[config.mk]
export PLATFORM = sky130hd
export DESIGN_NAME = pm_job_sequencer_flat
export DESIGN_NICKNAME = d
export VERILOG_FILES = /design/src/rtl/pm_job_sequencer_if.sv /design/src/rtl/pm_job_sequencer.sv /design/src/flat_wrapper.sv
export SDC_FILE = /design/constraint.sdc
export NUM_CORES = 1
export LEC_CHECK = 0
export ABC_AREA = 1
export BUFFER_PORTS_ARGS = -buffer_cell sky130_fd_sc_hd__buf_2
export CAP_MARGIN = 20
export CORE_ASPECT_RATIO = 1.25
export CORE_UTILIZATION = 51
export CTS_CLUSTER_SIZE = 30
export DETAILED_ROUTE_END_ITERATION = 8
export GPL_ROUTABILITY_DRIVEN = 0
export PLACE_DENSITY_LB_ADDON = 0.25
export RECOVER_POWER = 50
export SLEW_MARGIN = 10
export SYNTH_ARGS = -nofsm -noshare
export SYNTH_HDL_FRONTEND = slang
export SYNTH_SLANG_ARGS = --single-unit
[constraint.sdc]
create_clock -name clk -period 3.4 [get_ports clk]
set_input_delay 0.34 -clock clk [delete_from_list [all_inputs] [get_ports clk]]
set_output_delay 0.34 -clock clk [all_outputs]
set_load 0.01 [all_outputs]
[src/rtl/pm_job_sequencer_if.sv]
// pm_job_sequencer_if: operand, multiplier and result ports of the job sequencer
interface pm_job_sequencer_if #(
  parameter int SIZE = 32,
  parameter int DEPTH = 4
);
  logic in_valid, in_ready;
  logic [SIZE-1:0] in_mc, in_mp, mul_mc, mul_mp;
  logic mul_start, mul_done;
  logic [2*SIZE-1:0] mul_p, out_p;
  logic out_valid, out_ready, out_err, busy;
  logic [$clog2(DEPTH):0] level;
  modport slave (
    input in_valid, in_mc, in_mp, mul_p, mul_done, out_ready,
    output in_ready, mul_start, mul_mc, mul_mp, out_valid, out_p, out_err, busy, level
  );
  modport master (
    output in_valid, in_mc, in_mp, mul_p, mul_done, out_ready,
    input in_ready, mul_start, mul_mc, mul_mp, out_valid, out_p, out_err, busy, level
  );
endinterface

[src/rtl/pm_job_sequencer.sv]
// pm_job_sequencer: FIFO-buffered job issue and in-order result return around the pm32 multiplier
module pm_job_sequencer #(
  parameter int SIZE = 32,
  parameter int DEPTH = 4,
  parameter int TIMEOUT = 255
) (
  input logic clk,
  input logic rst,
  pm_job_sequencer_if.slave bus
);
  localparam int AW = $clog2(DEPTH);
  localparam int CW = $clog2(TIMEOUT + 1);
  typedef enum logic [1:0] {IDLE, ISSUE, WAIT, HOLD} state_t;
  state_t state, next;
  logic [2*SIZE-1:0] mem [DEPTH];
  logic [AW-1:0] wr, rd;
  logic [AW:0] fill;
  logic [CW-1:0] cnt;
  logic done_q, push, pop, done_edge, expired;
  assign push = bus.in_valid && bus.in_ready;
  assign pop = state == IDLE && fill != '0;
  assign done_edge = bus.mul_done && !done_q;
  assign expired = cnt == CW'(TIMEOUT - 1);
  always_ff @(posedge clk or negedge rst)
    if (!rst) state <= IDLE;
    else state <= next;
  always_comb begin
    next = state;
    case (state)
      IDLE: next = pop ? ISSUE : IDLE;
      ISSUE: next = WAIT;
      WAIT: next = done_edge || expired ? HOLD : WAIT;
      HOLD: next = bus.out_ready ? IDLE : HOLD;
      default: next = IDLE;
    endcase
  end
  always_comb begin
    bus.mul_start = state == ISSUE;
    bus.out_valid = state == HOLD;
    bus.in_ready = fill != (AW+1)'(DEPTH);
    bus.busy = state != IDLE || fill != '0;
    bus.level = fill;
  end
  always_ff @(posedge clk)
    if (push) mem[wr] <= {bus.in_mc, bus.in_mp};
  // a done level left high by the previous job never completes the current one
  always_ff @(posedge clk or negedge rst)
    if (!rst) begin
      wr <= '0;
      rd <= '0;
      fill <= '0;
      cnt <= '0;
      done_q <= 1'b0;
      bus.mul_mc <= '0;
      bus.mul_mp <= '0;
      bus.out_p <= '0;
      bus.out_err <= 1'b0;
    end else begin
      done_q <= bus.mul_done;
      fill <= fill + (AW+1)'(push) - (AW+1)'(pop);
      if (push) wr <= wr + 1'b1;
      if (pop) begin
        rd <= rd + 1'b1;
        {bus.mul_mc, bus.mul_mp} <= mem[rd];
      end
      cnt <= state == ISSUE ? '0 : state == WAIT ? cnt + 1'b1 : cnt;
      if (state == WAIT && (done_edge || expired)) begin
        bus.out_p <= done_edge ? bus.mul_p : '0;
        bus.out_err <= !done_edge;
      end
    end
endmodule

[src/flat_wrapper.sv]
// flat-port wrapper written by rule: the top's interface ports become plain ports
module pm_job_sequencer_flat 
#(
  parameter int SIZE = 32,
  parameter int DEPTH = 4,
  parameter int TIMEOUT = 255
)
  (clk, rst, bus_in_valid, bus_in_mc, bus_in_mp, bus_mul_p, bus_mul_done, bus_out_ready, bus_in_ready, bus_mul_start, bus_mul_mc, bus_mul_mp, bus_out_valid, bus_out_p, bus_out_err, bus_busy, bus_level);
  pm_job_sequencer_if #(.SIZE(SIZE), .DEPTH(DEPTH)) bus_i ();
  input logic clk;
  input logic rst;
  input wire logic [$bits(bus_i.in_valid)-1:0] bus_in_valid;
  input wire logic [$bits(bus_i.in_mc)-1:0] bus_in_mc;
  input wire logic [$bits(bus_i.in_mp)-1:0] bus_in_mp;
  input wire logic [$bits(bus_i.mul_p)-1:0] bus_mul_p;
  input wire logic [$bits(bus_i.mul_done)-1:0] bus_mul_done;
  input wire logic [$bits(bus_i.out_ready)-1:0] bus_out_ready;
  output wire logic [$bits(bus_i.in_ready)-1:0] bus_in_ready;
  output wire logic [$bits(bus_i.mul_start)-1:0] bus_mul_start;
  output wire logic [$bits(bus_i.mul_mc)-1:0] bus_mul_mc;
  output wire logic [$bits(bus_i.mul_mp)-1:0] bus_mul_mp;
  output wire logic [$bits(bus_i.out_valid)-1:0] bus_out_valid;
  output wire logic [$bits(bus_i.out_p)-1:0] bus_out_p;
  output wire logic [$bits(bus_i.out_err)-1:0] bus_out_err;
  output wire logic [$bits(bus_i.busy)-1:0] bus_busy;
  output wire logic [$bits(bus_i.level)-1:0] bus_level;
  assign bus_i.in_valid = bus_in_valid;
  assign bus_i.in_mc = bus_in_mc;
  assign bus_i.in_mp = bus_in_mp;
  assign bus_i.mul_p = bus_mul_p;
  assign bus_i.mul_done = bus_mul_done;
  assign bus_i.out_ready = bus_out_ready;
  assign bus_in_ready = bus_i.in_ready;
  assign bus_mul_start = bus_i.mul_start;
  assign bus_mul_mc = bus_i.mul_mc;
  assign bus_mul_mp = bus_i.mul_mp;
  assign bus_out_valid = bus_i.out_valid;
  assign bus_out_p = bus_i.out_p;
  assign bus_out_err = bus_i.out_err;
  assign bus_busy = bus_i.busy;
  assign bus_level = bus_i.level;
  pm_job_sequencer #(.SIZE(SIZE), .DEPTH(DEPTH), .TIMEOUT(TIMEOUT)) u_core (.clk(clk), .rst(rst), .bus(bus_i));
endmodule
==> run metrics <==
CTS root buffer clkbuf_16; Max Cap Violations 0; internal power 11.3 mW; chip height 199 um; Final ANT Viol Nets 0; Final Hold Viols 0; Post-Syn Nets 1565; cell area after synthesis 15800 um^2; CTS tree done; FP Rows 71; Place WS 1.14 ns; Slew @ Worst Pin 0.937 ns; Ports 269; Mapped Avg Cell Area 11.1 um^2; FF-to-FF setup slack 1.14 ns; crit path cell chain buf_4, nor2_1, nor2_1, o21ai_0, nand2_1, nand2_1, nand2_1; sequential power share 42.3%; power share of the combinational group 31.9%; first-pass GRT wire length 57600 um; Clk pwr share 25.8%; hpwl dp 20900 um; fmax 442 MHz; layout cells sized above 1 11.9%; initial antenna violation count 1; critical path type reg -> reg; vias in the first global route 10.9k; largest net degree at the start of global routing 91; Mapped Cells 1418; post-synthesis sequential area ratio 72.0%; cts bufs inserted 39; setup TNS 0 ns; Core Area 30300 um^2; DR DRC count 0; pwr/cell area 922 nW/um^2; Peak VDD IR 0.548 mV; H-tree Lvls 2; Post-DP Area 17500 um^2; Setup Viol. Count Final 0; total congestion overflow 0; Worst-path clk slew 0.07 ns; Final Critical Period 2.26 ns; Post-CTS Resized 0; Die Wd 159 um; most frequent cells in the layout nand2_1, nor2_1, edfxtp_1, clkbuf_1, dfrtp_1; worst endpoint data arrival time 2.73 ns; drt total wl 36700 um; critical path required time 3.87 ns; #FFs+latches synth 403; worst hold path class in -> reg; critical path endpoint category register; nets 1879; total track usage 23.5%; setup repair after global routing missed its margin false; leak pwr 8.16 nW; Yosys cell types 26; switching share of total power 36.2%; max-slew violations 0; Sink Count 403; full die area 31600 um^2; Max-slew headroom 37.5%; most common cell after layout, fill and taps aside nand2_1; sw power 6.43 mW; yosys warns 0; crit path max-delay cell type dfrtp_4; wire per inst 17.0 um; CTS max path bufs 3; hold slack 0.0162 ns; Synth-to-Final Area Change 22.2%; period utilization 66.6%; Initial DRC Count 700; CP dominant cell by count nand2_1; port bufs 268; insertion delay to the later sink of the worst-skew pair 0.55 ns; Clock Skews 0.0222 ns; routed via count 11.1k; PnR worst setup slack 1.14 ns; crit path max fanout 77; Startpoint Class register; first drt pass iteration count 6; critical path buffer and inverter count 1; outcome finished clean; starting density of the core 52.1%; Via density 5.12; max incr delay on CP 0.97 ns; Crit path max-delay family flip-flops; Setup Buffers After CTS 0; Design Area, Final 19300 um^2
==> Yosys cell counts <==
| cell type | count | area [um^2] |
|---|---|---|
| a21oi_1 | 7 | 35.0 |
| buf_2 | 34 | 170 |
| o21ai_1 | 15 | 75.1 |
| clkbuf_1 | 17 | 63.8 |
| o21ai_0 | 115 | 576 |
| ha_1 | 13 | 163 |
| buf_6 | 6 | 67.6 |
| inv_2 | 3 | 11.3 |
| a211oi_1 | 1 | 7.51 |
| a21boi_0 | 1 | 7.51 |
| xnor2_1 | 2 | 17.5 |
| inv_1 | 28 | 105 |
| xor2_1 | 3 | 26.3 |
| dfrtp_1 | 147 | 3680 |
| nand2_2 | 1 | 6.26 |
| edfxtp_1 | 256 | 7690 |
| nand4_1 | 2 | 12.5 |
| nand3_1 | 73 | 365 |
| nor3_1 | 2 | 10.0 |
| buf_1 | 2 | 7.51 |
| fa_1 | 1 | 20.0 |
| o22ai_1 | 1 | 6.26 |
| buf_4 | 18 | 135 |
| nand2_1 | 402 | 1510 |
| nor2_1 | 267 | 1000 |
| nor2_4 | 1 | 11.3 |
==> logic make-up (layout without fill, tap and decap cells) <==
logic type      after synthesis  count (layout)  synth area share [%]
xor+xnor                      5               5                 0.278
flops                       403             403                  72.0
simple gates                748             748                  18.5
compound gates              140             140                  4.48
fa+ha+maj                    14              14                  1.16
other cells                   0               1                     0
buf+inv                     108             453                  3.55
==> routing by layer <==
layer	vias to the layer above	share of wire (%)	track usage [%]
li1	5327	-	-
met3	57	5.9	4.59
met1	5336	40	27.5
met5	-	0	0
met4	0	3.1	10.6
met2	375	51	42.0
==> per-stage QoR <==
| step | power (mW) | cells | utilization, % |
|---|---|---|---|
| after global placement | 13.2 | 2027 | 57.5 |
| after global routing | 19.0 | 2165 | 63.6 |
| final | 17.8 | 2165 | 63.6 |
| after detailed placement | 13.4 | 2028 | 57.6 |
| after floorplan | 11.3 | 1418 | - |
| after CTS | 18.1 | 2164 | 64.2 |
==> power groups by stage <==
stage / clock network [mW] / logic, mW / registers, mW
4_1_cts: 4.67 / 5.91 / 7.48
5_1_grt: 4.83 / 6.47 / 7.65
2_1_floorplan: 0 / 3.53 / 7.76
3_5_place_dp: 0 / 5.82 / 7.57
6_report: 4.58 / 5.67 / 7.51
3_3_place_gp: 0 / 5.68 / 7.51
==> path summary, 6_finish.rpt <==
check	cells past startpoint	endpoint	from
setup / recovery	7	u_core.bus.mul_mp[6]	u_core.rd[0]
hold / removal	3	u_core.bus.out_p[50]	bus_mul_p[50]
setup reg to reg	7	u_core.bus.mul_mp[6]	u_core.rd[0]
hold reg to reg	2	u_core.bus.mul_mp[17]	u_core.bus.mul_mp[17]
max in group asynchronous	3	u_core.bus.out_p[8]	rst
min in group asynchronous	2	u_core.bus.mul_mp[16]	rst
==> cell type report <==
cell class              instances  area, um^2
flip-flops and latches        403       11400
fillers                      2389       11000
multi-input cells             907        3890
repair buffers                350        2020
clock buffers                  46        1030
well taps                     401         502
clock inverters                26         338
inverters                      31         118
diodes                          1        2.50
==> flip-flops by register name, summed over array words and instances (netlist names) <==
| name | flops |
|---|---|
| u_core.wr | 2 |
| u_core.bus.out_p | 64 |
| u_core.done_q | 1 |
| u_core.mem | 256 |
| u_core.state | 2 |
| u_core.bus.mul_mc | 32 |
| u_core.bus.mul_mp | 32 |
| u_core.bus.out_err | 1 |
| u_core.rd | 2 |
| u_core.cnt | 8 |
| u_core.bus.level | 3 |
==> what timing repair did <==
action                     CTS  global route
setup endpoints to repair    0             0
hold buffers                64             0
hold endpoints to repair   257             0
==> worst reg2reg max path: cells and delay by family, from the launching register on <==
family	cells	cell delay, ns
flops	1	0.97
buf+inv	1	0.64
simple gates	5	0.48
compound gates	1	0.10
Note: power is estimated with default switching activity, not from simulation.
